--- config.mk ---
export PLATFORM = sky130hd
export DESIGN_NAME = multi_cycle_controller
export DESIGN_NICKNAME = d
export VERILOG_FILES = /design/src/rtl/multi_cycle_controller.sv
export SDC_FILE = /design/constraint.sdc
export NUM_CORES = 1
export LEC_CHECK = 0
export CORE_MARGIN = 2
export CORE_UTILIZATION = 40
export CTS_BUF_LIST = sky130_fd_sc_hd__clkbuf_2
export DETAILED_ROUTE_END_ITERATION = 8
export GPL_ROUTABILITY_DRIVEN = 1
export MAX_ROUTING_LAYER = met4
export PLACE_DENSITY = 0.75
export SYNTH_ARGS = -nofsm -noshare
export SYNTH_HDL_FRONTEND = slang
export SYNTH_SLANG_ARGS = --single-unit
--- constraint.sdc ---
create_clock -name clk -period 3.45 [get_ports clk]
set_clock_uncertainty 0.1 [all_clocks]
set_input_delay 0.69 -clock clk [delete_from_list [all_inputs] [get_ports clk]]
set_output_delay 0.69 -clock clk [all_outputs]
set_load 0.01 [all_outputs]
--- src/rtl/multi_cycle_controller.sv ---
// Sequencing FSM for the multi-cycle RISC-V datapath with a unified memory.
// Decodes op/func3 and steps the datapath through fetch, decode, execute,
// memory and writeback. It runs a ready/request handshake with a
// variable-latency memory and abandons or retries an access after a wait timeout.
module multi_cycle_controller #(
  parameter int unsigned WAIT_W = 4
) (
  input  logic       clk,
  input  logic       rst,
  input  logic [6:0] op,
  input  logic [2:0] func3,
  input  logic       zero,
  input  logic       neg,
  input  logic       memReady,
  output logic       memReq,
  output logic       memWrite,
  output logic       adrSrc,
  output logic       irWrite,
  output logic       pcWrite,
  output logic       regWrite,
  output logic [1:0] resultSrc,
  output logic [1:0] ALUSrcA,
  output logic [1:0] ALUSrcB,
  output logic [1:0] ALUOp,
  output logic [2:0] immSrc,
  output logic       retire,
  output logic       illegal,
  output logic       busErr,
  output logic [3:0] state
);

  localparam logic [6:0] OpR    = 7'b0110011;
  localparam logic [6:0] OpI    = 7'b0010011;
  localparam logic [6:0] OpS    = 7'b0100011;
  localparam logic [6:0] OpB    = 7'b1100011;
  localparam logic [6:0] OpLui  = 7'b0110111;
  localparam logic [6:0] OpJal  = 7'b1101111;
  localparam logic [6:0] OpLw   = 7'b0000011;
  localparam logic [6:0] OpJalr = 7'b1100111;

  // Counter value at the start of the wait cycle that brings the run to 2^WAIT_W-1.
  localparam int unsigned           WaitLastInt = (1 << WAIT_W) - 2;
  localparam logic [WAIT_W-1:0]     WaitLast    = WAIT_W'(WaitLastInt);

  typedef enum logic [3:0] {
    StFetch    = 4'd0,
    StDecode   = 4'd1,
    StMemAdr   = 4'd2,
    StMemRead  = 4'd3,
    StMemWb    = 4'd4,
    StMemWrite = 4'd5,
    StExecR    = 4'd6,
    StExecI    = 4'd7,
    StAluWb    = 4'd8,
    StBranch   = 4'd9,
    StJalr     = 4'd10,
    StJal      = 4'd11,
    StLui      = 4'd12
  } state_e;

  state_e            state_q, state_d;
  logic [WAIT_W-1:0] wait_q, wait_d;

  logic       mem_req, mem_write, adr_src, ir_write, pc_write, reg_write;
  logic       retire_c, illegal_c, timeout, mem_wait, taken;
  logic [1:0] result_src, alu_src_a, alu_src_b, alu_op;
  logic [2:0] imm_src;

  // State and wait-counter registers with synchronous active-low reset.
  always_ff @(posedge clk) begin
    if (!rst) begin
      state_q <= StFetch;
      wait_q  <= '0;
    end else begin
      state_q <= state_d;
      wait_q  <= wait_d;
    end
  end

  // Branch condition from func3; unlisted encodings never take the branch.
  always_comb begin
    taken = 1'b0;
    case (func3)
      3'b000:  taken = zero;
      3'b001:  taken = ~zero;
      3'b010:  taken = neg;
      3'b011:  taken = ~neg;
      default: taken = 1'b0;
    endcase
  end

  // Next-state, datapath controls and memory wait/timeout handling.
  always_comb begin
    state_d    = state_q;
    mem_req    = 1'b0;
    mem_write  = 1'b0;
    adr_src    = 1'b0;
    ir_write   = 1'b0;
    pc_write   = 1'b0;
    reg_write  = 1'b0;
    retire_c   = 1'b0;
    illegal_c  = 1'b0;
    mem_wait   = 1'b0;
    result_src = 2'b00;
    alu_src_a  = 2'b00;
    alu_src_b  = 2'b00;
    alu_op     = 2'b00;
    imm_src    = 3'b000;

    case (state_q)
      StFetch: begin
        mem_req    = 1'b1;
        alu_src_b  = 2'b10;
        result_src = 2'b10;
        if (memReady) begin
          ir_write = 1'b1;
          pc_write = 1'b1;
          state_d  = StDecode;
        end else begin
          mem_wait = 1'b1;
        end
      end
      StDecode: begin
        alu_src_a = 2'b01;
        alu_src_b = 2'b01;
        if (op == OpB)        imm_src = 3'b010;
        else if (op == OpJal) imm_src = 3'b011;
        case (op)
          OpLw, OpS: state_d = StMemAdr;
          OpR:       state_d = StExecR;
          OpI:       state_d = StExecI;
          OpB:       state_d = StBranch;
          OpJal:     state_d = StJal;
          OpJalr:    state_d = StJalr;
          OpLui:     state_d = StLui;
          default: begin
            illegal_c = 1'b1;
            state_d   = StFetch;
          end
        endcase
      end
      StMemAdr: begin
        alu_src_a = 2'b10;
        alu_src_b = 2'b01;
        imm_src   = (op == OpS) ? 3'b001 : 3'b000;
        state_d   = (op == OpLw) ? StMemRead : StMemWrite;
      end
      StMemRead: begin
        mem_req = 1'b1;
        adr_src = 1'b1;
        if (memReady) state_d = StMemWb;
        else          mem_wait = 1'b1;
      end
      StMemWb: begin
        result_src = 2'b01;
        reg_write  = 1'b1;
        retire_c   = 1'b1;
        state_d    = StFetch;
      end
      StMemWrite: begin
        mem_req   = 1'b1;
        mem_write = 1'b1;
        adr_src   = 1'b1;
        if (memReady) begin
          retire_c = 1'b1;
          state_d  = StFetch;
        end else begin
          mem_wait = 1'b1;
        end
      end
      StExecR: begin
        alu_src_a = 2'b10;
        alu_op    = 2'b10;
        state_d   = StAluWb;
      end
      StExecI: begin
        alu_src_a = 2'b10;
        alu_src_b = 2'b01;
        alu_op    = 2'b11;
        state_d   = StAluWb;
      end
      StAluWb: begin
        reg_write = 1'b1;
        retire_c  = 1'b1;
        state_d   = StFetch;
      end
      StBranch: begin
        alu_src_a = 2'b10;
        alu_op    = 2'b01;
        pc_write  = taken;
        retire_c  = 1'b1;
        state_d   = StFetch;
      end
      StJalr: begin
        alu_src_a = 2'b10;
        alu_src_b = 2'b01;
        state_d   = StJal;
      end
      StJal: begin
        // PC takes the target in ALUOut while the ALU forms the link OldPC+4.
        pc_write  = 1'b1;
        alu_src_a = 2'b01;
        alu_src_b = 2'b10;
        state_d   = StAluWb;
      end
      StLui: begin
        imm_src    = 3'b100;
        result_src = 2'b11;
        reg_write  = 1'b1;
        retire_c   = 1'b1;
        state_d    = StFetch;
      end
      default: state_d = StFetch;
    endcase

    // A ready memory never counts as waiting, so completion beats timeout.
    timeout = mem_wait && (wait_q == WaitLast);
    if (timeout) state_d = StFetch;

    if (!mem_wait || timeout || (state_d != state_q)) wait_d = '0;
    else                                              wait_d = wait_q + 1'b1;
  end

  // Reset forces every strobe and select low, dropping any in-flight access.
  assign memReq    = rst & mem_req;
  assign memWrite  = rst & mem_write;
  assign adrSrc    = rst & adr_src;
  assign irWrite   = rst & ir_write;
  assign pcWrite   = rst & pc_write;
  assign regWrite  = rst & reg_write;
  assign retire    = rst & retire_c;
  assign illegal   = rst & illegal_c;
  assign busErr    = rst & timeout;
  assign resultSrc = rst ? result_src : 2'b00;
  assign ALUSrcA   = rst ? alu_src_a : 2'b00;
  assign ALUSrcB   = rst ? alu_src_b : 2'b00;
  assign ALUOp     = rst ? alu_op : 2'b00;
  assign immSrc    = rst ? imm_src : 3'b000;
  assign state     = state_q;

endmodule

==> out/qor.yml <==
grt_pass1_wl_um: 4609
combinationalPowerShare: 0.387
ir_drop_uv: 164.7
vias: 1204
fin_crit_sh: 0.9659
wl_um: 2802
htree_levels: 1
ys_seq_area_frac: 0.1626
ys_seq_elements: 8
port_buffers: 38
grt-ovfl-total: 0
synth_top_family_by_area: "simple AND/OR/NAND/NOR gates"
syn_area_um2: 984.7
p_sw_frac: 0.3122
internal_power_mw: 0.1672
leakage_nw: 0.5451
fmax_mhz: 300.1
wl_met3_um: 153
hold_violations: 0
clk_pin_slew_ns: 0.07
rsz0062_at_grt: "no"
yosys.area.top_type_share: 0.1626
yosys.area_share.adder: 0.02541
cts_tree: "yes"
area_growth_pct: 47.01
top_layer: "met4"
cts-hold-fix-buffers: 0
pwr-share-clk: 0.219
drc: 0
grt_max_degree: 24
worstPathArrival_ns: 2.54
syn_avg_cell_area_um2: 6.609
slew_headroom: 0.7706
min_period_ns: 3.332
start_util: 0.4327
drtIter0Drc: 25
register_area_um2: 160.2
crit_type: "input port to output port"
hold_path_class: "flip-flop to flip-flop"
dieArea_um2: 2875
dp_hpwl_um: 2184
clock-root-buffer: "clkbuf_2"
final_nets: 208
status: "finished, final reports clean"
drive_above_1_share: 0.1111
rows: 17
crit_fanout: 5
layout_commonest_cell: "clkdlybuf4s50_1"
ioPinCount: 39
grt_use_total: 0.2190
vias_per_cell: 5.548
synthMuxAreaShare: 0.02033
setup_tns_ns: 0
place.gp.congestion: 0.9219
final_cell_mix: "clkdlybuf4s50_1, nor2_1, nand2_1"
synth_fp_nets: 166
fillers: 215
n_antenna_cell: 0
place_area_um2: 1429
cellPowerDensity_nw_per_um2: 167.9
cp_data_required_time_ns: 2.66
synth.area.top_cells: "dfxtp_1, nor2_1, a21oi_1, nand2_1, nand2b_1"
cap_viol_max_count: 0
core-area_um2: 2276
grt_pass1_vias: 1079
cts_buffer_depth: 2
met2_length_um: 1306
yosys_warnings: 0
drtAntennaViolNets: 0
routedWlPerCell_um: 12.91
antenna_found_initial: 0
clock_sinks: 8
switchingPower_mw: 0.07588
start_kind: "input port"
tightest_slew_ns: 0.3413
die_w_um: 53.62
cts-buffers-inserted: 3
fp.dieH_um: 53.62
finalSetupViolCount: 0
yosysTopAreaCell: "dfxtp_1"
final_area_um2: 1448
synthXorXnorAreaFrac: 0.06226
synth_cells: 149
cp-end-kind: "output port"
clock_latency_ns: 0.23
multi_input_area_um2: 749.5
slew_viol_final: 0
wl_met1_um: 1335
seqPwrFrac: 0.394
drt-pass1-iter-count: 4
yosys.area_share.simple: 0.4257
ys_types: 46
synth_compound_area_frac: 0.2262
path summary, 6_finish.rpt:
check / from / to / slack (ns) / cells past startpoint
worst max-delay path: op[4] / illegal / 0.12 / 6
worst min-delay path: wait_q[0] / wait_q[0] / 0.37 / 1
worst max register to register: state[1] / state[2] / 1.76 / 6
worst min register to register: wait_q[0] / wait_q[0] / 0.37 / 1
synthesized netlist by cell type (all sizes together):
master and count:
nand2 16, buf 8, inv 5, and2b 1, a31oi 2, nand4b 1
o22ai 1, or3 1, nor2b 6, a32oi 2, nand2b 9, o31a 1
xor2 4, nor4 3, a311oi 1, dfxtp 8, nor3 5, o311ai 1
nand4 1, clkinv 1, a211oi 1, o21ai 5, a211o 1, nor2 22
a21oi 12, a311o 1, clkbuf 4, o32ai 1, a221oi 1, ha 2
nand3b 2, o21a 1, nor3b 2, o211ai 1, o2bb2ai 1, mux2i 2
and2 3, nand3 5, or2 1, a21boi 1, xnor2 3
cell type report:
type | instances | area share
Sequential cell | 8 | 0.1106
Inverter | 6 | 0.01556
Tap cell | 28 | 0.02420
Clock buffer | 3 | 0.01037
Timing Repair Buffer | 49 | 0.3215
Multi-Input combinational cell | 123 | 0.5177
cell families (layout without fill, tap and decap cells):
group                    after synthesis  in the layout
multiplexers                           2              2
flip-flops                             8              8
AND/OR/NAND/NOR                       78             78
adder cells (fa/ha/maj)                2              2
XOR/XNOR                               7              7
AO/OA/AOI/OAI                         34             34
buffers and inverters                 18             58
flip-flops by register name, indices dropped and copies added, names as in the netlist:
register / count
state: 4
wait_q: 4
per-layer routing:
layer  vias up  GRT usage
met5         -          -
met4         0    0.06410
met3         2    0.01667
met2        48     0.3704
met1       550     0.2792
li1        604          -
power groups by stage:
stage / registers, mW / clock network, mW / logic, mW
after detailed placement: 0.0980 / 0 / 0.0930
after global routing: 0.0961 / 0.0641 / 0.103
after CTS: 0.0958 / 0.0555 / 0.0935
final: 0.0958 / 0.0533 / 0.0940
after floorplan: 0.0982 / 0 / 0.0473
after global placement: 0.0977 / 0 / 0.0913
metrics by stage:
stage	total power, mW	worst slack, ns	hold slack (ns)	utilization	std cells
5_1_grt	0.2637	0.05309	0.3986	0.6361	217
3_3_place_gp	0.1891	0.09073	0.3415	0.6278	214
6_report	0.2431	0.1177	0.3669	0.6361	217
4_1_cts	0.2448	0.05575	0.3731	0.6344	217
2_1_floorplan	0.1455	0.9821	0.3300	-	149
3_5_place_dp	0.1910	0.06190	0.3569	0.6278	214
critical path, stage by stage:
cell and delay (ns):
clkdlybuf4s50_1 0.54, and2b_2 0.28, nand3_1 0.10, o21ai_1 0.09
a311oi_1 0.26, clkdlybuf4s50_1 0.58
what timing repair did:
action	4_1_cts	5_1_grt
setup endpoints to repair	0	1
gates resized for setup	0	2
buffers inserted	0	0
Power figures use the tool's default switching activity.
